<file path="src/rtl/seg_scan_ctrl.sv">
// seg_scan_ctrl: scan controller for an 8-digit seven-segment display.
// It steps one anode every SCAN_DIV clocks and shows one of four 32-bit
// debug words. The shown word is copied into a snapshot once per frame,
// on the 7 -> 0 digit wrap, so the display never tears mid-scan.
// Optional feature: define SEG_SCAN_LZB_EN to blank leading-zero digits.
// Handshake: there is no valid/ready pair; frame_tick is a one-cycle
// strobe that is high in the cycle the new snapshot and src_idx first
// appear on the outputs.
module seg_scan_ctrl #(
  parameter int SCAN_DIV = 100000,
  parameter int PRE_W    = 17
) (
  input  logic        clk,
  input  logic        rst,
  input  logic [31:0] data0,
  input  logic [31:0] data1,
  input  logic [31:0] data2,
  input  logic [31:0] data3,
  input  logic        src_next,
  input  logic        hold,
  output logic [7:0]  AN,
  output logic [3:0]  nibble,
  output logic        blank,
  output logic [1:0]  src_idx,
  output logic        frame_tick
);

  logic [PRE_W-1:0] pre_q, pre_d;
  logic [2:0]       digit_q, digit_d;
  logic [1:0]       src_idx_q, src_idx_d;
  logic [1:0]       pend_src_q, pend_src_d;
  logic [31:0]      snap_q, snap_d;
  logic             src_next_dly_q;
  logic             frame_tick_q, frame_tick_d;

  logic             pre_wrap;
  logic             frame_bnd;
  logic             src_rise;
  logic [31:0]      sel_data;
  logic [4:0]       nib_lsb;

  assign pre_wrap  = (pre_q == PRE_W'(SCAN_DIV - 1));
  assign frame_bnd = pre_wrap && (digit_q == 3'd7);
  assign src_rise  = src_next && !src_next_dly_q;
  assign nib_lsb   = {digit_q, 2'b00};

  // Pick the word that the next frame boundary would load.
  always_comb begin
    sel_data = data0;
    case (pend_src_q)
      2'd0:    sel_data = data0;
      2'd1:    sel_data = data1;
      2'd2:    sel_data = data2;
      default: sel_data = data3;
    endcase
  end

  // Next-state: prescaler, digit, pending source and per-frame snapshot.
  always_comb begin
    pre_d        = pre_q + PRE_W'(1);
    digit_d      = digit_q;
    pend_src_d   = pend_src_q;
    src_idx_d    = src_idx_q;
    snap_d       = snap_q;
    frame_tick_d = 1'b0;
    if (pre_wrap) begin
      pre_d   = '0;
      digit_d = digit_q + 3'd1;
    end
    // The boundary loads the pending source as it stood before any
    // edge seen in the same cycle; that edge takes effect next frame.
    if (frame_bnd && !hold) begin
      snap_d       = sel_data;
      src_idx_d    = pend_src_q;
      frame_tick_d = 1'b1;
    end
    if (src_rise) begin
      pend_src_d = pend_src_q + 2'd1;
    end
  end

  // State registers, asynchronously cleared by the active-low reset.
  always_ff @(posedge clk or negedge rst) begin
    if (!rst) begin
      pre_q          <= '0;
      digit_q        <= 3'd0;
      src_idx_q      <= 2'd0;
      pend_src_q     <= 2'd0;
      snap_q         <= 32'h0;
      src_next_dly_q <= 1'b0;
      frame_tick_q   <= 1'b0;
    end else begin
      pre_q          <= pre_d;
      digit_q        <= digit_d;
      src_idx_q      <= src_idx_d;
      pend_src_q     <= pend_src_d;
      snap_q         <= snap_d;
      src_next_dly_q <= src_next;
      frame_tick_q   <= frame_tick_d;
    end
  end

`ifdef SEG_SCAN_LZB_EN
  logic [31:0] snap_upper;
  assign snap_upper = snap_q >> nib_lsb;
`endif

  // Display outputs straight from digit and snapshot, no pipeline.
  always_comb begin
    nibble = snap_q[nib_lsb +: 4];
`ifdef SEG_SCAN_LZB_EN
    // Digit 0 always shows, so an all-zero word still reads "0".
    blank = (digit_q != 3'd0) && (snap_upper == 32'h0);
`else
    blank = 1'b0;
`endif
    AN = blank ? 8'hFF : ~(8'b1 << digit_q);
  end

  assign src_idx    = src_idx_q;
  assign frame_tick = frame_tick_q;

endmodule

</file>
<file path="config.mk">
export PLATFORM = sky130hd
export DESIGN_NAME = seg_scan_ctrl
export DESIGN_NICKNAME = d
export VERILOG_FILES = /design/src/rtl/seg_scan_ctrl.sv
export SDC_FILE = /design/constraint.sdc
export NUM_CORES = 1
export LEC_CHECK = 0
export CAP_MARGIN = 10
export CORE_MARGIN = 2
export CORE_UTILIZATION = 46
export CTS_BUF_LIST = sky130_fd_sc_hd__clkbuf_16
export DETAILED_ROUTE_END_ITERATION = 8
export PLACE_DENSITY = 0.82
export SLEW_MARGIN = 10
export SYNTH_ARGS = -nofsm -noshare
export SYNTH_HDL_FRONTEND = slang
export SYNTH_SLANG_ARGS = --single-unit
</file>
<file path="constraint.sdc">
create_clock -name clk -period 3.7 [get_ports clk]
set_input_delay 0.74 -clock clk [delete_from_list [all_inputs] [get_ports clk]]
set_output_delay 0.74 -clock clk [all_outputs]
set_load 0.01 [all_outputs]
</file>
==> out/results.txt, run 1 <==
# hold bufs at CTS - 0
Final hold slack - 509 ps
Site Rows - 31
Tmin final - 2980 ps
Crit Path Max Fanout - 12
Diode insertion count for antenna repair - 0
Vias post-DR - 3467
First-pass GRT wire length - 16100 um
Worst stage delay on the critical path - 710 ps
Number of detailed-route iterations in the first pass - 5
Reg2Reg Setup Slack - 1390 ps
Final-report hold violation count - 0
Reg area - 1450 um2
Layout cell share with drive strength beyond 1 - 0.0620
Multi-input gate area - 1790 um2
Port Buf Inserts - 146
Number of cells upsized or downsized after cts - 0
Synthesized area per cell - 9.34 um2
Transition time of the tightest slew-check pin - 1150 ps
Register clock-pin slew on the reported worst setup and hold paths - 50 ps
Ranking of synthesized cells by instance count - sky130_fd_sc_hd__dfrtp_1 (58), sky130_fd_sc_hd__o21ai_0 (40), sky130_fd_sc_hd__nor2_1 (36)
Vertical extent of the die - 90.4 um
Data arrival, critical path - 2240 ps
WP data required - 2960 ps
Clock latency on the worst-skew pair - 320 ps
Peak supply drop - 328 uV
Slew Limit Headroom - 0.235
Post-Synthesis Cells - 368
Sequential element share of the synthesized area - 0.422
Final RePlAce weighted congestion - 0.856
Root Buffer Master - sky130_fd_sc_hd__clkbuf_16
Layout area overhead - 49.7%
Library cell contributing the largest single delay on the critical path - sky130_fd_sc_hd__dfrtp_1
Final global-route overflow total - 0
Antenna violations before repair - 0
Number of endpoints failing setup at the final stage - 0
Crit path launch type - register
Nets@finish - 639
Post-synthesis cell area - 3440 um2
Via density per instance - 5.79
Setup repair after global routing missed its margin - false
Number of warnings issued by yosys - 0
Filler cell count - 553
Critical path startpoint - digit_q[0]$_DFFE_PN0N_
Wire length reported by the detailed router - 10000 um
Pin count of the biggest net entering global routing - 65
Cell Chain, Critical Path - mux4_2, nand2_1, nand2_1, clkdlybuf4s50_1
Dominant register cell in the synthesized netlist - sky130_fd_sc_hd__dfrtp_1
Bufs on Longest Clock Path - 2
Leak - 2.12 nW
Peak Freq - 0.335 GHz
Top-count cell post-synth - sky130_fd_sc_hd__dfrtp_1
Proportion of register bits with asynchronous set or reset after synthesis - 1.00
Die Width - 90.4 um
Detailed placement HPWL - 7650 um
Number of sinks handled by clock tree synthesis - 58
Number of synthesized flops with an enable pin - 0
Remaining DRCs - 0
Starting density of the core - 0.474
Number of max-cap violations - 0
Final Cycle Share - 0.807
Antenna Nets Post-Route - 0
Number of max-slew violations in the final report - 0
Number of clock buffers inserted by TritonCTS - 9
Violation count after the first detailed-route iteration - 352
I/O pins - 148
Top-area cell type share of the netlist area - 0.422
Area of the die - 8180 um2
Power density relative to cell area - 451 nW/um2
Cell repeated most along the worst path - sky130_fd_sc_hd__nand2_1
Area of the placeable core - 7250 um2
Most area-hungry cell type in the Yosys netlist - sky130_fd_sc_hd__dfrtp_1
Top cells by area, synth - sky130_fd_sc_hd__dfrtp_1 (42%), sky130_fd_sc_hd__a222oi_1 (9.3%), sky130_fd_sc_hd__o21ai_0 (5.8%)
Utilization after layout - 0.709
Register bit count reported by yosys - 58
Number of global-route vias before repair - 3419
Total negative slack for setup checks - 0 ps
Clock tree from TritonCTS - done
Outcome - finished clean
Endpoint kind of the worst setup timing path - output pin
Critical path start-end classification - register to output pin
Number of setup buffers added after CTS - 0
Fin Clk Skew - 5.98 ps
Nets in the synthesized netlist - 511
Worst R2R Start - pend_src_q[0]$_DFFE_PN0P_
Overall routing resource usage - 0.246
CTS HTree Levels - 3
Routed len/inst - 16.7 um
Hold/Removal Path Class - input pin to asynchronous set/reset pin
Count of distinct cell types in the synthesized netlist - 36
[kinds of logic after synthesis]
group,count (synthesis),share of synthesized area
AO/OA/AOI/OAI,134,0.242
AND/OR/NAND/NOR,96,0.138
flip-flops,58,0.422
buffers and inverters,42,0.0568
XOR/XNOR,16,0.0408
adder cells (fa/ha/maj),11,0.0401
multiplexers,10,0.0590
other,1,0.00109
[critical path, delay by kind of cell (launching register included)]
| family | cells | cell delay (ps) |
|---|---|---|
| DFF | 1 | 710 |
| muxes | 1 | 590 |
| buffers and inverters | 1 | 480 |
| and+or+nand+nor | 2 | 150 |
[worst paths after layout]
kind	end	depth (start not counted)
min in group clk	pre_q[0]$_DFF_PN0_	1
worst max register to register	snap_q[15]$_DFFE_PN0P_	6
worst min-delay path	snap_q[19]$_DFFE_PN0P_	1
worst min register to register	pre_q[0]$_DFF_PN0_	1
worst max-delay path	nibble[0]	4
max in group asynchronous	pre_q[2]$_DFF_PN0_	2
[sequential cells by signal (all words and copies together), names as in the netlist]
register,flops
snap_q,32
pre_q,17
digit_q,3
pend_src_q,2
src_idx,2
frame_tick,1
src_next_dly_q,1
[cell usage in the layout, fill, tap and decap left out, drive strengths merged, types with 9 or more instances in the layout]
cell type | Yosys | layout
clkdlybuf4s50 | 0 | 145
o21ai | 70 | 70
dfrtp | 58 | 58
nor2 | 36 | 36
a222oi | 32 | 32
a21oi | 32 | 32
nand2 | 22 | 22
ha | 11 | 11
xnor2 | 9 | 9
clkbuf | 25 | 9
[metrics by stage]
stage	power (mW)	std cells	worst slack (ps)	area, um2
2_1_floorplan	1.30	368	1660	3440
3_3_place_gp	1.61	584	1090	4890
3_5_place_dp	1.62	584	1030	4890
4_1_cts	2.33	599	670	5140
5_1_grt	2.47	599	561	5140
6_report	2.32	599	716	5140
[final cells by class]
type	instances	area share
inverter	8	0.00584
tap	99	0.0241
clock inverter	6	0.00511
sequential	58	0.282
clock buffer	9	0.0438
multi-input combinational	268	0.348
timing repair buffer	151	0.291
[power by group]
part | internal, mW | switching [mW] | leakage (nW)
sequential | 0.648 | 0.0146 | 0.789
combinational | 0.405 | 0.558 | 1.20
clock | 0.436 | 0.258 | 0.131
[routing by layer]
layer | up-vias | share of wire | track usage
met5 | - | 0 | 0
met4 | 0 | 0.013 | 0.0846
met3 | 12 | 0.060 | 0.0434
met2 | 139 | 0.50 | 0.414
met1 | 1688 | 0.43 | 0.323
li1 | 1628 | - | -
No activity file was read; power rests on OpenSTA's default activity.
==> inputs of run 2 (changes only) <==
--- a/config.mk
+++ b/config.mk
@@ -7,10 +7,10 @@
 export LEC_CHECK = 0
 export CAP_MARGIN = 10
 export CORE_MARGIN = 2
-export CORE_UTILIZATION = 46
+export CORE_UTILIZATION = 39
 export CTS_BUF_LIST = sky130_fd_sc_hd__clkbuf_16
 export DETAILED_ROUTE_END_ITERATION = 8
-export PLACE_DENSITY = 0.82
+export PLACE_DENSITY = 0.74
 export SLEW_MARGIN = 10
 export SYNTH_ARGS = -nofsm -noshare
 export SYNTH_HDL_FRONTEND = slang
==> constraint.sdc (replaced) <==
create_clock -name clk -period 2.7 [get_ports clk]
set_input_delay 0.54 -clock clk [delete_from_list [all_inputs] [get_ports clk]]
set_output_delay 0.54 -clock clk [all_outputs]
set_load 0.01 [all_outputs]
==> run 2 against run 1 <==
  * Die area grew 17%
  * Flip-flop and latch count unchanged
  * Critical endpoint is now nibble[2]
  * Largest cell class unchanged
  * Utilization shrank 11 points
  * Clock power up 53%
  * First-iteration DRC count is 17% lower
==> out/results.txt, run 2 (synthesis gave the netlist of run 1 again) <==
Outcome - finished clean
Number of clock buffers inserted by TritonCTS - 9 (unchanged)
Peak supply drop - 575 uV (+75%)
Final worst setup slack - 140 ps (-576 ps)
Final RePlAce weighted congestion - 0.834 (-2.6%)
Area of the placeable core - 8640 um2 (+19%)
Clock tree from TritonCTS - done
Final-report hold violation count - 0 (unchanged)
Layout cell share with drive strength beyond 1 - 0.0676 (+0.00559)
Leak - 2.15 nW (+1.5%)
Power density relative to cell area - 633 nW/um2 (+40%)
Vias post-DR - 3429 (-1.1%)
Pwr Total - 3.29 mW (+42%)
Register clock-pin slew on the reported worst setup and hold paths - 50 ps (about the same)
I/O pins - 148 (unchanged)
Starting density of the core - 0.398 (-0.0758)
# hold bufs at CTS - 0 (unchanged)
Crit path launch type - register
Via density per instance - 5.61 (-3.0%)
Most used cells in the layout excluding fill and tap cells - sky130_fd_sc_hd__clkdlybuf4s50_1 (145), sky130_fd_sc_hd__dfrtp_1 (58), sky130_fd_sc_hd__o21ai_0 (40)
Crit Path Max Fanout - 8 (-4)
CTS HTree Levels - 3 (unchanged)
Number of setup buffers added after CTS - 0 (unchanged)
Number of max-cap violations - 0 (unchanged)
Port Buf Inserts - 146 (unchanged)
Data arrival, critical path - 2020 ps (-220 ps)
Violation count after the first detailed-route iteration - 292 (-17%)
Pin count of the biggest net entering global routing - 60 (-7.7%)
Layout area overhead - 51.4%
First-pass GRT wire length - 16100 um (about the same)
Tmin final - 2560 ps
Number of flip-flops under the largest register name - 32 (unchanged)
Clock latency on the worst-skew pair - 330 ps (about the same)
Total negative slack for setup checks - 0 ps (unchanged)
Remaining DRCs - 0 (unchanged)
Peak Freq - 0.391 GHz
Number of global-route vias before repair - 3393 (-0.76%)
Critical path start-end classification - register to output pin
Nets@finish - 642 (+0.47%)
Final Cycle Share - 0.948
Final global-route overflow total - 0 (unchanged)
Post-route standard cell area excluding fillers - 5200 um2 (+1.1%)
Antenna violations before repair - 0 (unchanged)
Routed len/inst - 16.5 um (-0.88%)
Endpoint kind of the worst setup timing path - output pin
Number of sinks handled by clock tree synthesis - 58 (unchanged)
Die Width - 97.9 um (+8.2%)
Setup repair after global routing missed its margin - false
Area of the die - 9580 um2 (+17%)
Detailed placement HPWL - 7680 um (+0.32%)
Final hold slack - 143 ps (-365 ps)
Bufs on Longest Clock Path - 2 (unchanged)
Number of detailed-route iterations in the first pass - 7 (+2)
Standard cell area after detailed placement - 4920 um2 (+0.69%)
Hold/Removal Path Class - input pin to asynchronous set/reset pin
Worst slack after detailed placement - 308 ps (-723 ps)
Diode insertion count for antenna repair - 0 (unchanged)
Fin Clk Skew - 7.39 ps (+1.41 ps)
Registers with the most flip-flops - snap_q: 32 flops, pre_q: 17 flops, digit_q: 3 flops
Register name with the most flops - snap_q
Root Buffer Master - sky130_fd_sc_hd__clkbuf_16
Antenna Nets Post-Route - 0 (unchanged)
Wire length reported by the detailed router - 10100 um (+1.1%)
Number of max-slew violations in the final report - 0 (unchanged)
Most common cell after layout, fill and taps aside - sky130_fd_sc_hd__clkdlybuf4s50_1
Overall routing resource usage - 0.210 (-0.0361)
WP data required - 2160 ps (-800 ps)
Site Rows - 34 (+9.7%)
Transition time of the tightest slew-check pin - 1180 ps (+29.6 ps)
Vertical extent of the die - 97.9 um (+8.2%)
Number of endpoints failing setup at the final stage - 0 (unchanged)
Slew Limit Headroom - 0.216 (-0.0197)
Number of cells upsized or downsized after cts - 0 (unchanged)
==> run 2: cell count changes in the layout (fill, tap and decap cells not counted), sizes merged <==
| cell | before | now |
|---|---|---|
| inv | 8 | 9 |
| clkinv | 6 | 4 |
| bufinv | 0 | 1 |
| buf | 6 | 9 |
==> run 2: path summary, 6_finish.rpt <==
check / startpoint / endpoint / slack [ps] / depth (start not counted)
worst min-delay path: rst / snap_q[22]$_DFFE_PN0P_ / 140 / 1
min in group clk: pre_q[0]$_DFF_PN0_ / pre_q[0]$_DFF_PN0_ / 500 / 1
max in group asynchronous: rst / snap_q[11]$_DFFE_PN0P_ / 1870 / 2
worst max register to register: digit_q[1]$_DFFE_PN0N_ / snap_q[15]$_DFFE_PN0P_ / 330 / 5
worst min register to register: pre_q[0]$_DFF_PN0_ / pre_q[0]$_DFF_PN0_ / 500 / 1
worst max-delay path: digit_q[0]$_DFFE_PN0N_ / nibble[2] / 140 / 5
==> run 2: area by class of cell <==
class                      count  area, um2
timing repair buffer         154       1520
sequential                    58       1450
clock inverter                 6       51.3
inverter                       8       30.0
multi-input combinational    268       1790
clock buffer                   9        225
fill                         750       3430
tap                          108        135
==> run 2: worst max-delay path: stages, from the launching register on <==
cell,delay [ps]
sky130_fd_sc_hd__dfrtp_1,350
sky130_fd_sc_hd__buf_4,190
sky130_fd_sc_hd__mux4_2,520
sky130_fd_sc_hd__nand2_1,80
sky130_fd_sc_hd__nand2_1,80
sky130_fd_sc_hd__clkdlybuf4s50_1,480
==> run 2: per-layer routing <==
metal  GRT usage  part of all wire  vias to the layer above
met5           0                 0                        -
met4      0.0684             0.014                        0
met3      0.0551             0.062                       11
met2       0.357              0.49                      134
met1       0.262              0.43                     1650
li1            -                 -                     1634
==> run 2: through the flow <==
step | instances | utilization
final | 611 | 0.602
after detailed placement | 596 | 0.570
after CTS | 611 | 0.602
after floorplan | 368 | -
after global placement | 596 | 0.570
after global routing | 611 | 0.602
==> run 2: power by group <==
part           leakage [nW]  switching [mW]  internal, mW  total [mW]
combinational          1.22           0.756         0.574        1.33
clock                 0.145           0.363         0.693        1.06
sequential            0.789          0.0178         0.888       0.905
total                  2.15            1.14          2.15        3.29
==> inputs of run 3 (changes only) <==
--- a/config.mk
+++ b/config.mk
@@ -8,7 +8,7 @@
 export CAP_MARGIN = 10
 export CORE_MARGIN = 2
 export CORE_UTILIZATION = 39
-export CTS_BUF_LIST = sky130_fd_sc_hd__clkbuf_16
+export CTS_BUF_LIST = sky130_fd_sc_hd__clkbuf_8 sky130_fd_sc_hd__clkbuf_16
 export DETAILED_ROUTE_END_ITERATION = 8
 export PLACE_DENSITY = 0.74
 export SLEW_MARGIN = 10
==> run 3 against run 2 <==
  * Setup slack got worse by 12 ps
  * Highest routed layer unchanged
  * First-iteration DRC count down 5.1%
  * Via count shrank 0.82%
  * Register-to-register slack hardly changed
==> out/results.txt, run 3 (synthesis gave the netlist of run 1 again) <==
Outcome - finished clean
Die Width - 97.9 um (unchanged)
Vias post-DR - 3401 (-0.82%)
Number of sinks handled by clock tree synthesis - 58 (unchanged)
Wire length reported by the detailed router - 10000 um (-0.91%)
Site Rows - 34 (unchanged)
CTS HTree Levels - 3 (unchanged)
Path length in cells of the critical path - 5 (unchanged)
Number of endpoints failing setup at the final stage - 0 (unchanged)
Net load switching power - 1.10 mW (-3.3%)
Clock latency on the worst-skew pair - 340 ps (about the same)
Number of global-route vias before repair - 3361 (-0.94%)
Vertical extent of the die - 97.9 um (unchanged)
Final RePlAce weighted congestion - 0.834 (unchanged)
Antenna violations before repair - 0 (unchanged)
Cell Chain, Critical Path - buf_4, mux4_2, nand2_1, nand2_1, clkdlybuf4s50_1
Combinational cell fraction of total power - 0.444 (+0.040)
Transition time of the tightest slew-check pin - 1170 ps (-1.85 ps)
Root Buffer Master - sky130_fd_sc_hd__clkbuf_8
Routed len/inst - 16.4 um (-0.91%)
Number of flip-flops under the largest register name - 32 (unchanged)
Violation count after the first detailed-route iteration - 277 (-5.1%)
Clock tree from TritonCTS - done
Starting density of the core - 0.398 (unchanged)
Peak supply drop - 570 uV (-0.83%)
Via density per instance - 5.57 (-0.82%)
Total negative slack for setup checks - 0 ps (unchanged)
Leak - 2.11 nW (-1.9%)
Data arrival, critical path - 2030 ps (about the same)
Number of detailed-route iterations in the first pass - 6 (-1)
Register clock-pin slew on the reported worst setup and hold paths - 70 ps (+20 ps)
Library cell contributing the largest single delay on the critical path - sky130_fd_sc_hd__mux4_2
Overall routing resource usage - 0.209 (-0.00176)
Pin count of the biggest net entering global routing - 60 (unchanged)
Number of clock buffers inserted by TritonCTS - 9 (unchanged)
Multi-input gate area - 1790 um2 (unchanged)
Detailed placement HPWL - 7680 um (unchanged)
Clock network fraction of total power - 0.255 (-0.066)
Area of the placeable core - 8640 um2 (unchanged)
Critical path startpoint - digit_q[0]$_DFFE_PN0N_
Tmin final - 2570 ps (+11.9 ps)
Layout cell share with drive strength beyond 1 - 0.0716 (+0.00398)
First-pass GRT wire length - 16100 um (-0.34%)
Worst R2R Start - digit_q[1]$_DFFE_PN0N_
Reg area - 1450 um2 (unchanged)
WP data required - 2160 ps (about the same)
Number of max-cap violations - 0 (unchanged)
Final global-route overflow total - 0 (unchanged)
Most used cells in the layout excluding fill and tap cells - sky130_fd_sc_hd__clkdlybuf4s50_1 (145), sky130_fd_sc_hd__dfrtp_1 (58), sky130_fd_sc_hd__o21ai_0 (40)
Final worst setup slack - 128 ps (-11.9 ps)
Slew Limit Headroom - 0.217 (+0.00124)
Endpoint of the worst register-to-register path - snap_q[17]$_DFFE_PN0P_
Bufs on Longest Clock Path - 2 (unchanged)
I/O pins - 148 (unchanged)
Worst slack after detailed placement - 308 ps (unchanged)
Fin Clk Skew - 9.63 ps (+2.24 ps)
Critical path destination - nibble[1]
Worst stage delay on the critical path - 520 ps (about the same)
Reg2Reg Setup Slack - 320 ps (about the same)
Diode insertion count for antenna repair - 0 (unchanged)
Port Buf Inserts - 146 (unchanged)
Cell repeated most along the worst path - sky130_fd_sc_hd__nand2_1
Endpoint kind of the worst setup timing path - output pin
Final-report hold violation count - 0 (unchanged)
Buf+Inv Stages, Crit Path - 2 (unchanged)
Switching part of the total power - 0.367 (+0.0217)
Number of max-slew violations in the final report - 0 (unchanged)
Delay-heaviest family, CP - buffers and inverters
Filler cell count - 757 (+0.93%)
Crit path launch type - register
Final Cycle Share - 0.952 (+0.00440)
Layout area overhead - 48.8%
Peak Freq - 0.389 GHz (-0.46%)
Remaining DRCs - 0 (unchanged)
Most common cell after layout, fill and taps aside - sky130_fd_sc_hd__clkdlybuf4s50_1
Register name with the most flops - snap_q
Setup repair after global routing missed its margin - false
Internal power - 1.89 mW (-12%)
Crit Path Max Fanout - 8 (unchanged)
Hold/Removal Path Class - input pin to asynchronous set/reset pin
Antenna Nets Post-Route - 0 (unchanged)
Registers with the most flip-flops - snap_q: 32 flops, pre_q: 17 flops, digit_q: 3 flops
Area of the die - 9580 um2 (unchanged)
Power density relative to cell area - 586 nW/um2 (-7.4%)
Critical path start-end classification - register to output pin
Reg2reg path depth - 5 (unchanged)
Nets@finish - 642 (unchanged)
Sequential power share - 0.302 (+0.027)
-- run 3: worst min-delay path by stage --
| stage | from | slack (ps) | depth (start not counted) | endpoint |
|---|---|---|---|---|
| floorplan | rst | 240 | 0 | digit_q[0]$_DFFE_PN0N_ |
| global placement | rst | 480 | 1 | snap_q[22]$_DFFE_PN0P_ |
| detailed placement | rst | 500 | 1 | snap_q[18]$_DFFE_PN0P_ |
| CTS | rst | 130 | 1 | snap_q[22]$_DFFE_PN0P_ |
| global route | rst | 160 | 1 | snap_q[22]$_DFFE_PN0P_ |
| finish | rst | 120 | 1 | snap_q[22]$_DFFE_PN0P_ |
-- run 3: worst register-to-register path, cell delays in order, from the launching register on --
cell,delay (ps)
sky130_fd_sc_hd__dfrtp_1,540
sky130_fd_sc_hd__ha_1,290
sky130_fd_sc_hd__ha_1,200
sky130_fd_sc_hd__nand2b_1,90
sky130_fd_sc_hd__or2_1,870
sky130_fd_sc_hd__o21ai_0,220
-- run 3: per-stage QoR --
step                      total power [mW]  utilization  hold slack [ps]  std cells  cell area [um2]
final                                 3.00        0.592              122        611             5110
after global routing                  3.20        0.592              157        611             5110
after CTS                             3.02        0.592              130        611             5110
after detailed placement              2.26        0.570              495        596             4920
after global placement                2.23        0.570              481        596             4920
after floorplan                       1.79            -              244        368             3440
-- run 3: area by class of cell --
type | count | share of cell area
Sequential cell | 58 | 0.284
Clock inverter | 5 | 0.00930
Inverter | 8 | 0.00661
Clock buffer | 10 | 0.0269
Multi-Input combinational cell | 268 | 0.350
Timing Repair Buffer | 154 | 0.297
Tap cell | 108 | 0.0264
-- run 3: power by group through the flow --
stage	clock [mW]	combinational (mW)	sequential, mW
final	0.763	1.33	0.904
after global placement	0	1.31	0.918
after detailed placement	0	1.34	0.920
after CTS	0.773	1.34	0.904
after floorplan	0	0.871	0.916
after global routing	0.807	1.48	0.907
-- run 3: what timing repair did --
action	4_1_cts	5_1_grt
hold buffers	0	0
gates resized for setup	0	1
buffers inserted	0	0
setup endpoints to repair	0	1
-- run 3: metal layers --
metal / wire length, um / GRT usage
met2: 4890 / 0.355
met3: 661 / 0.0530
met1: 4310 / 0.262
met5: 0 / 0
met4: 153 / 0.0652
